===== src/rtl/decode_stage_pkg.sv =====
// Shared constants and types for the decode stage: opcodes, the injected NOP,
// and instruction field positions.
package decode_stage_pkg;

    localparam int DATA_W = 16;
    localparam int NUM_REGS = 8;
    localparam int REG_AW = 3;

    typedef logic [DATA_W-1:0] word_t;
    typedef logic [REG_AW-1:0] reg_addr_t;
    typedef logic [4:0] opcode_t;

    localparam opcode_t OP_HALT = 5'b00000;
    localparam opcode_t OP_NOP  = 5'b00001;
    localparam opcode_t OP_ST   = 5'b10000;
    localparam opcode_t OP_LD   = 5'b10001;

    localparam word_t NOP_INSTR = {OP_NOP, 11'b0};

    localparam int OPC_MSB = 15;
    localparam int OPC_LSB = 11;
    localparam int RS_MSB  = 10;
    localparam int RS_LSB  = 8;
    localparam int RT_MSB  = 7;
    localparam int RT_LSB  = 5;

endpackage


===== src/rtl/decode_stage_if.sv =====
// Fetch-to-decode bus: the fetched instruction and its PC+2 flow down,
// the stall (fetch PC hold) flows back up; flush comes from branch resolution.
interface decode_stage_if
    import decode_stage_pkg::*;
#(
    parameter int WIDTH = DATA_W
);
    logic [WIDTH-1:0] if_instr;
    logic [WIDTH-1:0] if_nextPC;
    logic             flush;
    logic             stall;

    modport master (
        output if_instr,
        output if_nextPC,
        output flush,
        input  stall
    );

    modport slave (
        input  if_instr,
        input  if_nextPC,
        input  flush,
        output stall
    );
endinterface


===== src/rtl/decode_stage_rf_bypass.sv =====
// Architectural register file: synchronous write port, two combinational read
// ports, each with write-before-read bypass from writeback.
module decode_stage_rf_bypass
    import decode_stage_pkg::*;
#(
    parameter int WIDTH = DATA_W,
    parameter int NREGS = NUM_REGS,
    localparam int AW   = $clog2(NREGS)
) (
    input  logic             clk,
    input  logic             rst,
    input  logic [AW-1:0]    rs_addr_i,
    input  logic [AW-1:0]    rt_addr_i,
    input  logic             wr_en_i,
    input  logic [AW-1:0]    wr_addr_i,
    input  logic [WIDTH-1:0] wr_data_i,
    output logic [WIDTH-1:0] rs_data_o,
    output logic [WIDTH-1:0] rt_data_o
);

    logic [WIDTH-1:0] regs_q [NREGS];

    // NOTE: the array is cleared on reset because software expects all
    // registers to start at zero; a reset memory cannot map onto a RAM macro.
    always_ff @(posedge clk) begin
        if (rst) begin
            for (int i = 0; i < NREGS; i++) begin
                regs_q[i] <= '0;
            end
        end else if (wr_en_i) begin
            regs_q[wr_addr_i] <= wr_data_i;
        end
    end

    // Writeback lands in the same cycle the reader needs it.
    assign rs_data_o = (wr_en_i && wr_addr_i == rs_addr_i) ? wr_data_i : regs_q[rs_addr_i];
    assign rt_data_o = (wr_en_i && wr_addr_i == rt_addr_i) ? wr_data_i : regs_q[rt_addr_i];

endmodule


===== src/rtl/decode_stage.sv =====
// Decode stage: IF/ID latch, register-file read with bypass, immediate
// extraction and load-use hazard detection driving the fetch stall.
module decode_stage
    import decode_stage_pkg::*;
#(
    parameter int          WIDTH     = DATA_W,
    parameter int          NREGS     = NUM_REGS,
    parameter logic [15:0] NOP_WORD  = NOP_INSTR
) (
    input  logic                     clk,
    input  logic                     rst,
    decode_stage_if.slave            fetch,
    input  logic                     ex_memRead,
    input  logic [$clog2(NREGS)-1:0] ex_rd,
    input  logic                     wb_en,
    input  logic [$clog2(NREGS)-1:0] wb_reg,
    input  logic [WIDTH-1:0]         wb_data,
    output logic                     id_valid,
    output logic [WIDTH-1:0]         id_instr,
    output logic [WIDTH-1:0]         id_pc,
    output logic [WIDTH-1:0]         rs_data,
    output logic [WIDTH-1:0]         rt_data,
    output logic [WIDTH-1:0]         imm5_s,
    output logic [WIDTH-1:0]         imm5_z,
    output logic [WIDTH-1:0]         imm8_s,
    output logic [WIDTH-1:0]         imm8_z,
    output logic [WIDTH-1:0]         disp11_s,
    output logic                     halt_dec
);

    localparam int AW = $clog2(NREGS);

    logic [WIDTH-1:0] instr_q, instr_d;
    logic [WIDTH-1:0] pc_q, pc_d;
    logic             valid_q, valid_d;
    logic [AW-1:0]    rs_addr, rt_addr;
    logic             hz;
    logic             stall;

    assign rs_addr = instr_q[RS_MSB:RS_LSB];
    assign rt_addr = instr_q[RT_MSB:RT_LSB];

    // Both source fields are compared whatever the format; a spurious stall
    // costs a cycle, a missed one returns stale data.
    assign hz    = valid_q && ex_memRead && ((ex_rd == rs_addr) || (ex_rd == rt_addr));
    assign stall = hz && !fetch.flush;
    assign fetch.stall = stall;

    // NOTE: every next-state variable takes its hold value first so no path
    // through the block leaves it unassigned and infers a latch.
    always_comb begin
        instr_d = instr_q;
        pc_d    = pc_q;
        valid_d = valid_q;
        if (fetch.flush) begin
            instr_d = NOP_WORD;
            valid_d = 1'b0;
        end else if (!stall) begin
            instr_d = fetch.if_instr;
            pc_d    = fetch.if_nextPC;
            valid_d = 1'b1;
        end
    end

    // NOTE: state registers use non-blocking assignments so every flop samples
    // the pre-edge values regardless of statement order.
    always_ff @(posedge clk) begin
        if (rst) begin
            instr_q <= NOP_WORD;
            pc_q    <= '0;
            valid_q <= 1'b0;
        end else begin
            instr_q <= instr_d;
            pc_q    <= pc_d;
            valid_q <= valid_d;
        end
    end

    // A stalled instruction is held here but execute sees a bubble.
    assign id_valid = valid_q && !stall;
    assign id_instr = id_valid ? instr_q : NOP_WORD;
    assign id_pc    = pc_q;
    assign halt_dec = id_valid && (instr_q[OPC_MSB:OPC_LSB] == OP_HALT);

    assign imm5_s   = {{(WIDTH-5){instr_q[4]}}, instr_q[4:0]};
    assign imm5_z   = {{(WIDTH-5){1'b0}}, instr_q[4:0]};
    assign imm8_s   = {{(WIDTH-8){instr_q[7]}}, instr_q[7:0]};
    assign imm8_z   = {{(WIDTH-8){1'b0}}, instr_q[7:0]};
    assign disp11_s = {{(WIDTH-11){instr_q[10]}}, instr_q[10:0]};

    decode_stage_rf_bypass #(
        .WIDTH (WIDTH),
        .NREGS (NREGS)
    ) u_rf (
        .clk       (clk),
        .rst       (rst),
        .rs_addr_i (rs_addr),
        .rt_addr_i (rt_addr),
        .wr_en_i   (wb_en),
        .wr_addr_i (wb_reg),
        .wr_data_i (wb_data),
        .rs_data_o (rs_data),
        .rt_data_o (rt_data)
    );

endmodule


===== src/flat_wrapper.sv =====
// flat-port wrapper written by rule: the top's interface ports become plain ports
module decode_stage_flat import decode_stage_pkg::*;
#(
    parameter int          WIDTH     = DATA_W,
    parameter int          NREGS     = NUM_REGS,
    parameter logic [15:0] NOP_WORD  = NOP_INSTR
)
  (clk, rst, ex_memRead, ex_rd, wb_en, wb_reg, wb_data, id_valid, id_instr, id_pc, rs_data, rt_data, imm5_s, imm5_z, imm8_s, imm8_z, disp11_s, halt_dec, fetch_if_instr, fetch_if_nextPC, fetch_flush, fetch_stall);
  decode_stage_if #(.WIDTH(WIDTH)) fetch_i ();
  input  logic clk;
  input  logic rst;
  input  logic ex_memRead;
  input  logic [$clog2(NREGS)-1:0] ex_rd;
  input  logic wb_en;
  input  logic [$clog2(NREGS)-1:0] wb_reg;
  input  logic [WIDTH-1:0] wb_data;
  output logic id_valid;
  output logic [WIDTH-1:0] id_instr;
  output logic [WIDTH-1:0] id_pc;
  output logic [WIDTH-1:0] rs_data;
  output logic [WIDTH-1:0] rt_data;
  output logic [WIDTH-1:0] imm5_s;
  output logic [WIDTH-1:0] imm5_z;
  output logic [WIDTH-1:0] imm8_s;
  output logic [WIDTH-1:0] imm8_z;
  output logic [WIDTH-1:0] disp11_s;
  output logic halt_dec;
  input wire logic [$bits(fetch_i.if_instr)-1:0] fetch_if_instr;
  input wire logic [$bits(fetch_i.if_nextPC)-1:0] fetch_if_nextPC;
  input wire logic [$bits(fetch_i.flush)-1:0] fetch_flush;
  output wire logic [$bits(fetch_i.stall)-1:0] fetch_stall;
  assign fetch_i.if_instr = fetch_if_instr;
  assign fetch_i.if_nextPC = fetch_if_nextPC;
  assign fetch_i.flush = fetch_flush;
  assign fetch_stall = fetch_i.stall;
  decode_stage #(.WIDTH(WIDTH), .NREGS(NREGS), .NOP_WORD(NOP_WORD)) u_core (.clk(clk), .rst(rst), .fetch(fetch_i), .ex_memRead(ex_memRead), .ex_rd(ex_rd), .wb_en(wb_en), .wb_reg(wb_reg), .wb_data(wb_data), .id_valid(id_valid), .id_instr(id_instr), .id_pc(id_pc), .rs_data(rs_data), .rt_data(rt_data), .imm5_s(imm5_s), .imm5_z(imm5_z), .imm8_s(imm8_s), .imm8_z(imm8_z), .disp11_s(disp11_s), .halt_dec(halt_dec));
endmodule

===== config.mk =====
export PLATFORM = sky130hd
export DESIGN_NAME = decode_stage_flat
export DESIGN_NICKNAME = d
export VERILOG_FILES = /design/src/rtl/decode_stage_pkg.sv /design/src/rtl/decode_stage_if.sv /design/src/rtl/decode_stage_rf_bypass.sv /design/src/rtl/decode_stage.sv /design/src/flat_wrapper.sv
export SDC_FILE = /design/constraint.sdc
export NUM_CORES = 1
export LEC_CHECK = 0
export CORE_UTILIZATION = 35
export DETAILED_ROUTE_END_ITERATION = 16
export HOLD_SLACK_MARGIN = 0.08
export PLACE_DENSITY = 0.67
export SLEW_MARGIN = 5
export SYNTH_ARGS = -nofsm -noshare
export SYNTH_HDL_FRONTEND = slang
export SYNTH_SLANG_ARGS = --single-unit

===== constraint.sdc =====
create_clock -name clk -period 4.6 [get_ports clk]
set_input_delay 0.69 -clock clk [delete_from_list [all_inputs] [get_ports clk]]
set_output_delay 0.69 -clock clk [all_outputs]
set_load 0.03 [all_outputs]

==> results.cfg <==
[run_status]
status = finished, violations left
violations = design-rule violations

[clocking]
cts_tree = yes
postCtsHoldBufs = 0
clock-root-buffer = clkbuf_16
clk_latency_ps = 430
post-cts-setup-buffer-count = 0
ctsResizeCount = 0
path_clk_slew_ps = 60
cts_buffer_depth = 2
cts.htree.levels = 4
cts_buffers = 17
clock-sinks = 167

[power_and_ir_drop]
power_density_nw_per_um2 = 336
p_comb_share_pct = 18.4
p_switching_mw = 1.07
p_clk_share_pct = 36.0
p_int_mw = 2.84
p_leak_nw = 4.03
p_sw_share_pct = 27.3
peakVddDrop_mv = 0.249
seqPwrFrac_pct = 45.6

[floorplan]
die-width_um = 166
die_area_um2 = 27400
start_util_pct = 35.8
pin_count = 206
core_um2 = 26100
rows = 59
die_h_um = 166

[yosys]
ys_ff_latch = 167
synth.most_common_cell = and2_1
syn_inst = 764
synthFlopType = edfxtp_1
syn_area_per_cell_um2 = 12.3
ys_types = 32
yosysWarningCount = 0
async_flop_share_pct = 0
synth_top_area_share_pct = 41.0
yosysTopAreaCell = edfxtp_1
synth.cell_area_um2 = 9370
yosysSeqAreaShare_pct = 49.4
synthTopCellsByArea = edfxtp_1 (41%), mux4_2 (15%), and2_1 (8.7%), dfxtp_1 (8.3%), buf_4 (6.4%)
synth_edf_count = 128
ys_top_cells_by_count = and2_1 (130), edfxtp_1 (128), buf_4 (80)

[detailed_routing]
wl_per_cell_um = 20.4
drcViolationCount = 12
wirelength_mm = 25.0
vias = 6196
drt_iter0_markers = 535
first_pass_iters = 11
drtAntennaViolNets = 0
vias_per_cell = 5.06

[timing]
skew_ps = 10.8
final.setup.tns_ps = 0
fin_ws_ps = 883
slew_headroom_pct = 24.8
setup_viol = 0
hold_viol_final = 0
rsz0062_at_grt = no
tightest_slew_ps = 1130
min_period_ps = 3720
final.period_utilization_pct = 80.8
slew_viol_final = 0
max_freq_ghz = 0.269

[worst_setup_path]
crit_slowest_cell = dfxtp_2
cpPeakStageDelay_ps = 710
crit_arrival_ps = 3030
worstPathMaxFanout = 15
path_cells = buf_4 -> mux4_2 -> mux2i_1 -> a21oi_1 -> clkdlybuf4s50_1
path_class = reg2out
cp-start-kind = register
worstReg2RegStart = u_core.instr_q[7]
crit_path_end_kind = output pin
worstPathRequired_ps = 3910

[run]
maxCapViolations = 0

[hold_path]
hp-class = reg2reg
min-delay-start = u_core.id_pc[1]

[placement]
place_ws_ps = 945
hpwl_mm = 16.0
port_buffers = 186
finalWeightedCongestion = 0.759

[cells_and_area]
area_growth_pct = 24.3
n_antenna_cell = 0
layout-drive-gt1-share_pct = 14.7
final_nets = 937

[grt]
grt_pass1_vias = 6260
grt_pass1_wl_mm = 37.7
antenna_found_initial = 0
grt_start_max_net_pins = 42
grt_usage_pct = 18.5
grt.overflow.total = 0
worst paths after layout:
path                           to  slack, ps  cells past startpoint
setup / recovery      rs_data[13]        880                      5
hold / removal    u_core.id_pc[1]        480                      2
setup reg to reg  u_core.id_pc[8]       2100                      4
hold reg to reg   u_core.id_pc[1]        480                      2
state kept, by name (all words and copies together) (netlist names), named ones only:
register / cells
u_core.id_pc: 16
u_core.instr_q: 16
u_core.u_rf.regs_q: 128
u_core.valid_q: 1
layout by cell type, fill, tap and decap left out:
| master | instances |
|---|---|
| clkdlybuf4s50_1 | 186 |
| and2_1 | 130 |
| edfxtp_1 | 128 |
| mux4_2 | 64 |
| nor2_1 | 53 |
| a21oi_1 | 48 |
| mux2i_1 | 48 |
| dfxtp_1 | 37 |
| nand2b_1 | 35 |
| buf_4 | 20 |
| nand3_1 | 19 |
| conb_1 | 19 |
| clkbuf_16 | 17 |
| nand2_1 | 16 |
| o21ai_0 | 16 |
| xnor2_1 | 12 |
| or2_2 | 9 |
| nand4_1 | 4 |
| inv_6 | 3 |
| clkinvlp_4 | 3 |
| or3b_2 | 2 |
| nor3_2 | 2 |
| dfxtp_2 | 2 |
| bufinv_16 | 2 |
| clkinv_4 | 2 |
| nor2b_1 | 1 |
| nand3b_1 | 1 |
| or4_1 | 1 |
| nor4b_1 | 1 |
| and4_4 | 1 |
| and4_1 | 1 |
| nor3_4 | 1 |
| inv_1 | 1 |
| clkinvlp_2 | 1 |
| clkbuf_1 | 1 |
| inv_8 | 1 |
| clkinv_1 | 1 |
| buf_12 | 1 |
critical path, delay by kind of cell, from the launching register on:
| family | cells | cell delay [ps] |
|---|---|---|
| buffers and inverters | 2 | 970 |
| multiplexers | 2 | 800 |
| flip-flops | 1 | 710 |
| AO/OA/AOI/OAI | 1 | 110 |
power by group through the flow:
stage | clock network, mW | logic [mW] | registers (mW)
global route | 1.49 | 0.757 | 1.80
floorplan | 0 | 0.468 | 1.80
detailed placement | 0 | 0.724 | 1.81
finish | 1.41 | 0.721 | 1.78
CTS | 1.43 | 0.726 | 1.78
global placement | 0 | 0.719 | 1.81
metrics by stage:
stage	total power [mW]	hold WS, ps	cell area, um^2	utilization (%)	std cells
floorplan	2.26	457	9440	-	782
global placement	2.53	459	11100	42.4	1194
detailed placement	2.54	464	11100	42.4	1194
CTS	3.93	479	11600	44.6	1225
global route	4.04	486	11600	44.6	1225
finish	3.91	476	11600	44.6	1225
final cells by class:
class,instances,area [um^2]
fill,2369,14500
sequential,167,4630
multi-input combinational,484,3990
timing repair buffer,207,2030
clock buffer,18,429
tap,335,419
clock inverter,13,146
inverter,1,3.75
cell families (layout without fill, tap and decap cells):
logic type	count (synthesis)	count (layout)	synth area share [%]
compound gates	64	64	3.42
xor+xnor	12	12	1.12
buf+inv	131	239	8.82
flops	167	167	49.4
mux	112	112	20.5
other cells	1	19	0.0400
simple gates	277	277	16.7
routing by layer:
metal  vias to the layer above  track usage [%]  wire length [um]
met5                         -                0                 0
met1                      3075             22.7             10200
li1                       2877                -                 -
met4                         0             6.70               525
met2                       209             32.8             13200
met3                        35             2.82              1200
Power figures use the tool's default switching activity.
